### src/rtl/overlay_pkg.sv
// Shared definitions for the overlay RAM arbiter: controller states and
// the default fill pattern written by the clear sweep.
package overlay_pkg;

  typedef enum logic {
    ST_IDLE,
    ST_CLEAR
  } state_e;

  localparam logic [7:0] FILL_DEFAULT = 8'h20;

endpackage

### src/rtl/overlay_ram_arbiter.sv
// Two-requester round-robin arbiter in front of one synchronous RAM port,
// with a background sweep that fills the whole RAM with a constant.
module overlay_ram_arbiter
  import overlay_pkg::*;
#(
  parameter int unsigned       AW   = 10,
  parameter int unsigned       DW   = 8,
  parameter logic [DW-1:0]     FILL = DW'(FILL_DEFAULT)
) (
  input  logic          clk,
  input  logic          reset,
  input  logic          req0,
  input  logic          req1,
  input  logic          we0,
  input  logic          we1,
  input  logic [AW-1:0] addr0,
  input  logic [AW-1:0] addr1,
  input  logic [DW-1:0] wdata0,
  input  logic [DW-1:0] wdata1,
  output logic          gnt0,
  output logic          gnt1,
  output logic          rvalid0,
  output logic          rvalid1,
  output logic [DW-1:0] rdata,
  input  logic          clear_start,
  output logic          clear_busy,
  output logic          clear_done,
  output logic          ram_we,
  output logic [AW-1:0] ram_addr,
  output logic [DW-1:0] ram_wdata,
  input  logic [DW-1:0] ram_q
);

  state_e        state_q, state_d;
  logic [AW-1:0] cnt_q, cnt_d;
  logic          last_q, last_d;
  logic          rvalid0_q, rvalid0_d;
  logic          rvalid1_q, rvalid1_d;
  logic          done_q, done_d;
  logic          win0, win1;

  // Round-robin: under contention the requester that did not win last goes.
  assign win0 = (state_q == ST_IDLE) && !reset && req0 && (!req1 ||  last_q);
  assign win1 = (state_q == ST_IDLE) && !reset && req1 && (!req0 || !last_q);

  // NOTE: sequential state uses non-blocking assignments so every register
  // samples pre-edge values; reset is synchronous and wins over everything.
  always_ff @(posedge clk) begin
    if (reset) begin
      state_q   <= ST_IDLE;
      cnt_q     <= '0;
      last_q    <= 1'b1;
      rvalid0_q <= 1'b0;
      rvalid1_q <= 1'b0;
      done_q    <= 1'b0;
    end else begin
      state_q   <= state_d;
      cnt_q     <= cnt_d;
      last_q    <= last_d;
      rvalid0_q <= rvalid0_d;
      rvalid1_q <= rvalid1_d;
      done_q    <= done_d;
    end
  end

  // NOTE: every signal gets a default at the top of the block so no path
  // leaves it unassigned, which would otherwise infer a latch.
  always_comb begin
    state_d   = state_q;
    cnt_d     = cnt_q;
    last_d    = last_q;
    done_d    = 1'b0;
    rvalid0_d = win0 && !we0;
    rvalid1_d = win1 && !we1;
    if (win0 || win1) last_d = win1;
    unique case (state_q)
      ST_IDLE: begin
        if (clear_start) begin
          state_d = ST_CLEAR;
          cnt_d   = '0;
        end
      end
      ST_CLEAR: begin
        cnt_d = cnt_q + 1'b1;
        if (&cnt_q) begin
          state_d = ST_IDLE;
          done_d  = 1'b1;
        end
      end
      default: state_d = ST_IDLE;
    endcase
  end

  always_comb begin
    gnt0       = win0;
    gnt1       = win1;
    rvalid0    = rvalid0_q;
    rvalid1    = rvalid1_q;
    rdata      = ram_q;
    clear_busy = (state_q == ST_CLEAR);
    clear_done = done_q;
    ram_we     = 1'b0;
    ram_addr   = '0;
    ram_wdata  = '0;
    if (state_q == ST_CLEAR) begin
      ram_we    = !reset;
      ram_addr  = cnt_q;
      ram_wdata = FILL;
    end else if (win0) begin
      ram_we    = we0;
      ram_addr  = addr0;
      ram_wdata = wdata0;
    end else if (win1) begin
      ram_we    = we1;
      ram_addr  = addr1;
      ram_wdata = wdata1;
    end
  end

endmodule

### config.mk
export PLATFORM = sky130hd
export DESIGN_NAME = overlay_ram_arbiter
export DESIGN_NICKNAME = d
export VERILOG_FILES = /design/src/rtl/overlay_pkg.sv /design/src/rtl/overlay_ram_arbiter.sv
export SDC_FILE = /design/constraint.sdc
export NUM_CORES = 1
export LEC_CHECK = 0
export BUFFER_PORTS_ARGS = -buffer_cell sky130_fd_sc_hd__buf_4
export CORE_ASPECT_RATIO = 0.9
export CORE_MARGIN = 3
export CORE_UTILIZATION = 25
export DETAILED_ROUTE_END_ITERATION = 7
export GPL_ROUTABILITY_DRIVEN = 0
export PLACE_DENSITY = 0.59
export REMOVE_ABC_BUFFERS = 1
export SYNTH_ARGS = -nofsm -noshare
export SYNTH_HDL_FRONTEND = slang
export SYNTH_SLANG_ARGS = --single-unit
export TNS_END_PERCENT = 50
### constraint.sdc
create_clock -name clk -period 1.87 [get_ports clk]
set_input_delay 0.187 -clock clk [delete_from_list [all_inputs] [get_ports clk]]
set_output_delay 0.187 -clock clk [all_outputs]
set_load 0.01 [all_outputs]
==> flow_summary.html <==
<table>
<tr><th>Metric</th><th>Value</th></tr>
<tr><th colspan="2">CTS</th></tr>
<tr><td>Total number of clock tree sinks</td><td>15</td></tr>
<tr><td>Insertion delay to the later sink of the worst-skew pair</td><td>0.25 ns</td></tr>
<tr><td>Root buffer selected by CTS</td><td>clkbuf_8</td></tr>
<tr><td>TritonCTS clock tree</td><td>done</td></tr>
<tr><td>Clock-pin slew reported for the worst setup and hold paths after clock tree synthesis</td><td>0.06 ns</td></tr>
<tr><td>Maximum clock path buffer count</td><td>2</td></tr>
<tr><td>Total clock buffers created by CTS</td><td>3</td></tr>
<tr><td>Number of buffers added to fix hold violations after cts</td><td>0</td></tr>
<tr><td>H-tree depth reported by CTS</td><td>1</td></tr>
<tr><th colspan="2">Routing</th></tr>
<tr><td>Final routed wire length divided by cell count</td><td>15.25 um</td></tr>
<tr><td>Detailed Route WL</td><td>3508 um</td></tr>
<tr><td>Router iterations before antenna repair</td><td>4</td></tr>
<tr><td>Remaining antenna violation count after routing</td><td>0</td></tr>
<tr><td>Detailed-route DRC error count</td><td>0</td></tr>
<tr><td>Number of violations reported at the end of detailed-routing iteration 0</td><td>38</td></tr>
<tr><td>Per-cell via count in the routed design</td><td>5.278</td></tr>
<tr><td>Total number of vias</td><td>1,214</td></tr>
<tr><th colspan="2">Worst hold path</th></tr>
<tr><td>Type of the tightest min-delay check</td><td>primary input to flop</td></tr>
<tr><td>Hold path startpoint</td><td>we1</td></tr>
<tr><td>Hold Path Stages</td><td>2</td></tr>
<tr><td>Hold endpoint</td><td>rvalid1$_SDFF_PP0_</td></tr>
<tr><th colspan="2">Timing</th></tr>
<tr><td>Final Hold Vio Count</td><td>0</td></tr>
<tr><td>Hold WS</td><td>0.1014 ns</td></tr>
<tr><td>Final Skew</td><td>0.001271 ns</td></tr>
<tr><td>Shortest period the worst path allows</td><td>1.771 ns</td></tr>
<tr><td>Final-report setup violation count</td><td>0</td></tr>
<tr><td>Normalized max-slew margin</td><td>78.65%</td></tr>
<tr><td>Setup TNS</td><td>0 ns</td></tr>
<tr><td>Maximum operating frequency</td><td>564.7 MHz</td></tr>
<tr><td>Number of pins exceeding their max-slew limit in the final report</td><td>0</td></tr>
<tr><td>RSZ-0062 raised after global routing</td><td>no</td></tr>
<tr><td>Slew at the pin closest to its max-slew limit</td><td>0.3174 ns</td></tr>
<tr><td>Period utilisation layout</td><td>94.70%</td></tr>
<tr><th colspan="2">Synthesis</th></tr>
<tr><td>Post-synthesis register bit count</td><td>15</td></tr>
<tr><td>Cell type with the highest aggregate area in the netlist</td><td>dfxtp_1</td></tr>
<tr><td>Leading post-synthesis cells by instance count</td><td>dfxtp_1, a221o_1, buf_4</td></tr>
<tr><td>Syn Area/Cell</td><td>8.274 um2</td></tr>
<tr><td>Number of instances in the synthesized netlist</td><td>124</td></tr>
<tr><td>Proportion of netlist area held by the largest area contributor</td><td>29.27%</td></tr>
<tr><td>Share of synthesized registers carrying an async set or reset</td><td>0%</td></tr>
<tr><td>Mapped cell area</td><td>0.001026 mm2</td></tr>
<tr><td>Yosys warnings</td><td>0</td></tr>
<tr><td>Number of enable-type register cells in the synthesized netlist</td><td>0</td></tr>
<tr><td>Post-synthesis sequential area ratio</td><td>29.27%</td></tr>
<tr><td>Post-synth cell types</td><td>30</td></tr>
<tr><td>Most frequently used flop master after synthesis</td><td>dfxtp_1</td></tr>
<tr><td>Most instantiated library cell after synthesis</td><td>dfxtp_1</td></tr>
<tr><td>Synth top area cells</td><td>dfxtp_1, a221o_1, buf_4</td></tr>
<tr><th colspan="2">Worst setup path</th></tr>
<tr><td>Slowest cell on crit path</td><td>dfxtp_1</td></tr>
<tr><td>Type of the worst setup path</td><td>flop to primary output</td></tr>
<tr><td>Flop-to-flop setup slack</td><td>0.12 ns</td></tr>
<tr><td>Data required time of the worst path</td><td>1.68 ns</td></tr>
<tr><td>Delay contributed by the slowest stage of the critical path</td><td>0.35 ns</td></tr>
<tr><td>Reg-to-Reg End</td><td>clear_busy$_SDFF_PP0_</td></tr>
<tr><td>CP arrival</td><td>1.58 ns</td></tr>
<tr><td>Max FO, Critical Path</td><td>15</td></tr>
<tr><td>Logic depth of the worst register-to-register path</td><td>4</td></tr>
<tr><td>Kind of start point of the critical path</td><td>flop</td></tr>
<tr><td>Endpoint type of the worst setup path</td><td>primary output</td></tr>
<tr><td>Worst R2R Start</td><td>cnt_q[1]$_SDFFE_PP0P_</td></tr>
<tr><td>Cells along the critical path</td><td>nor2b_1, nor3_4, buf_6, a221o_1, buf_4</td></tr>
<tr><th colspan="2">Die</th></tr>
<tr><td>Die X-Extent</td><td>73.53 um</td></tr>
<tr><td>Starting density of the core</td><td>26.74%</td></tr>
<tr><td>Total Die Area</td><td>0.004910 mm2</td></tr>
<tr><td>Site row count</td><td>21</td></tr>
<tr><td>Floorplan core area</td><td>0.003836 mm2</td></tr>
<tr><td>Floorplan die height</td><td>66.78 um</td></tr>
<tr><td>Number of primary I/O pins</td><td>84</td></tr>
<tr><th colspan="2">Place</th></tr>
<tr><td>Port Buf Inserts</td><td>67</td></tr>
<tr><td>Area after DPL</td><td>0.001534 mm2</td></tr>
<tr><th colspan="2">Global routing</th></tr>
<tr><td>Initial antenna violation count</td><td>0</td></tr>
<tr><td>Wire length of the first global-routing pass</td><td>5161 um</td></tr>
<tr><td>Global router's overall resource usage</td><td>13.55%</td></tr>
<tr><td>Via count of the first global-routing pass</td><td>1,123</td></tr>
<tr><td>Pin count of the biggest net entering global routing</td><td>20</td></tr>
<tr><td>Total global routing overflow</td><td>0</td></tr>
<tr><th colspan="2">Finish</th></tr>
<tr><td>Ratio of cells with drive above 1 in the final layout</td><td>44.02%</td></tr>
<tr><td>Antenna cells</td><td>0</td></tr>
<tr><td>Final Net Count</td><td>237</td></tr>
<tr><td>Area growth from synthesis to layout</td><td>56.46%</td></tr>
<tr><td>Finished layout cell area</td><td>0.001605 mm2</td></tr>
<tr><th colspan="2">Pwr</th></tr>
<tr><td>Overall power</td><td>838.2 uW</td></tr>
<tr><td>Cell leakage power</td><td>0.0007122 uW</td></tr>
<tr><td>Pwr/cell area</td><td>522.2 mW/mm2</td></tr>
<tr><td>Max VDD drop</td><td>0.3895 mV</td></tr>
<tr><th colspan="2">Flow run</th></tr>
<tr><td>Number of max-cap violations</td><td>0</td></tr>
<tr><th colspan="2">Outcome</th></tr>
<tr><td>Run status</td><td>finished clean</td></tr>
</table>
## through the flow
| step | std cells | setup WS, ns | util, % |
|---|---|---|---|
| after floorplan | 106 | -0.6850 | - |
| after global placement | 224 | 0.2344 | 39.99 |
| after detailed placement | 224 | 0.1241 | 39.99 |
| after CTS | 228 | 0.01494 | 41.32 |
| after global routing | 230 | 0.01288 | 41.85 |
| final | 230 | 0.09906 | 41.85 |
## cell usage in the layout (no fill, tap or decap), types with 3 or more instances in the layout
cell / instances
clkbuf_8: 3
a22o_1: 7
a21oi_1: 8
nand3_1: 4
nor3_1: 4
nor2_1: 5
buf_4: 73
and2_1: 8
nand2_1: 4
or4_1: 3
nor2b_1: 5
o21ai_0: 3
dfxtp_1: 14
inv_1: 5
a221o_1: 12
## worst max-delay path: cells and delay by family (launching register included)
family	cells	cell delay, ns
buffers and inverters	2	0.31
DFF	1	0.35
and+or+nand+nor	2	0.36
AOI/OAI and AO/OA	1	0.30
## sequential cells by signal, indices dropped and copies added, names as in the netlist
| signal | count |
|---|---|
| clear_busy | 1 |
| rvalid1 | 1 |
| clear_done | 1 |
| last_q | 1 |
| cnt_q | 10 |
| rvalid0 | 1 |
## power breakdown
part           total (uW)  leakage (uW)  internal [uW]  switching (uW)
Sequential            335      0.000122            327            8.10
Combinational         238      0.000567            138            99.2
Clock                 266     0.0000228            151             115
## worst max-delay path by stage
stage,startpoint,to,cells after the start
2_1_floorplan,clear_busy$_SDFF_PP0_,ram_addr[0],3
3_3_place_gp,cnt_q[0]$_SDFFE_PP0P_,clear_busy$_SDFF_PP0_,4
3_5_place_dp,cnt_q[0]$_SDFFE_PP0P_,clear_busy$_SDFF_PP0_,4
4_1_cts,clear_busy$_SDFF_PP0_,ram_wdata[4],5
5_1_grt,cnt_q[1]$_SDFFE_PP0P_,clear_busy$_SDFF_PP0_,4
6_report,last_q$_SDFFE_PP1P_,ram_addr[6],5
## final cells by class
class	instances	area, um2
repair buffers	74	559.3
flip-flops and latches	15	301.5
multi-input cells	86	623.1
fillers	376	2231
clock buffers	4	45.04
inverters	5	18.77
well taps	46	57.56
## per-layer routing
metal  global-route usage [%]  vias up  routed length (um)
li1                         -      584                   -
met1                    14.84      550                1378
met2                    23.23       72                1666
met3                    6.938        8                 427
met4                    2.941        0                  37
met5                        0        -                   0
## cells by family (layout without fill, tap and decap cells)
family,after synthesis,count (layout),share of synthesized area [%]
flops,15,15,29.27
mux,2,2,2.073
buf+inv,23,83,12.32
compound gates,38,38,30.24
fa+ha+maj,1,1,1.219
simple gates,45,45,24.88
## repair_timing
| action | CTS | global route |
|---|---|---|
| pin swaps | 1 | 1 |
| buffers inserted | 0 | 2 |
| endpoints found under the setup margin | 14 | 15 |
| gates resized for setup | 1 | 2 |
Note: power is estimated with default switching activity, not from simulation.
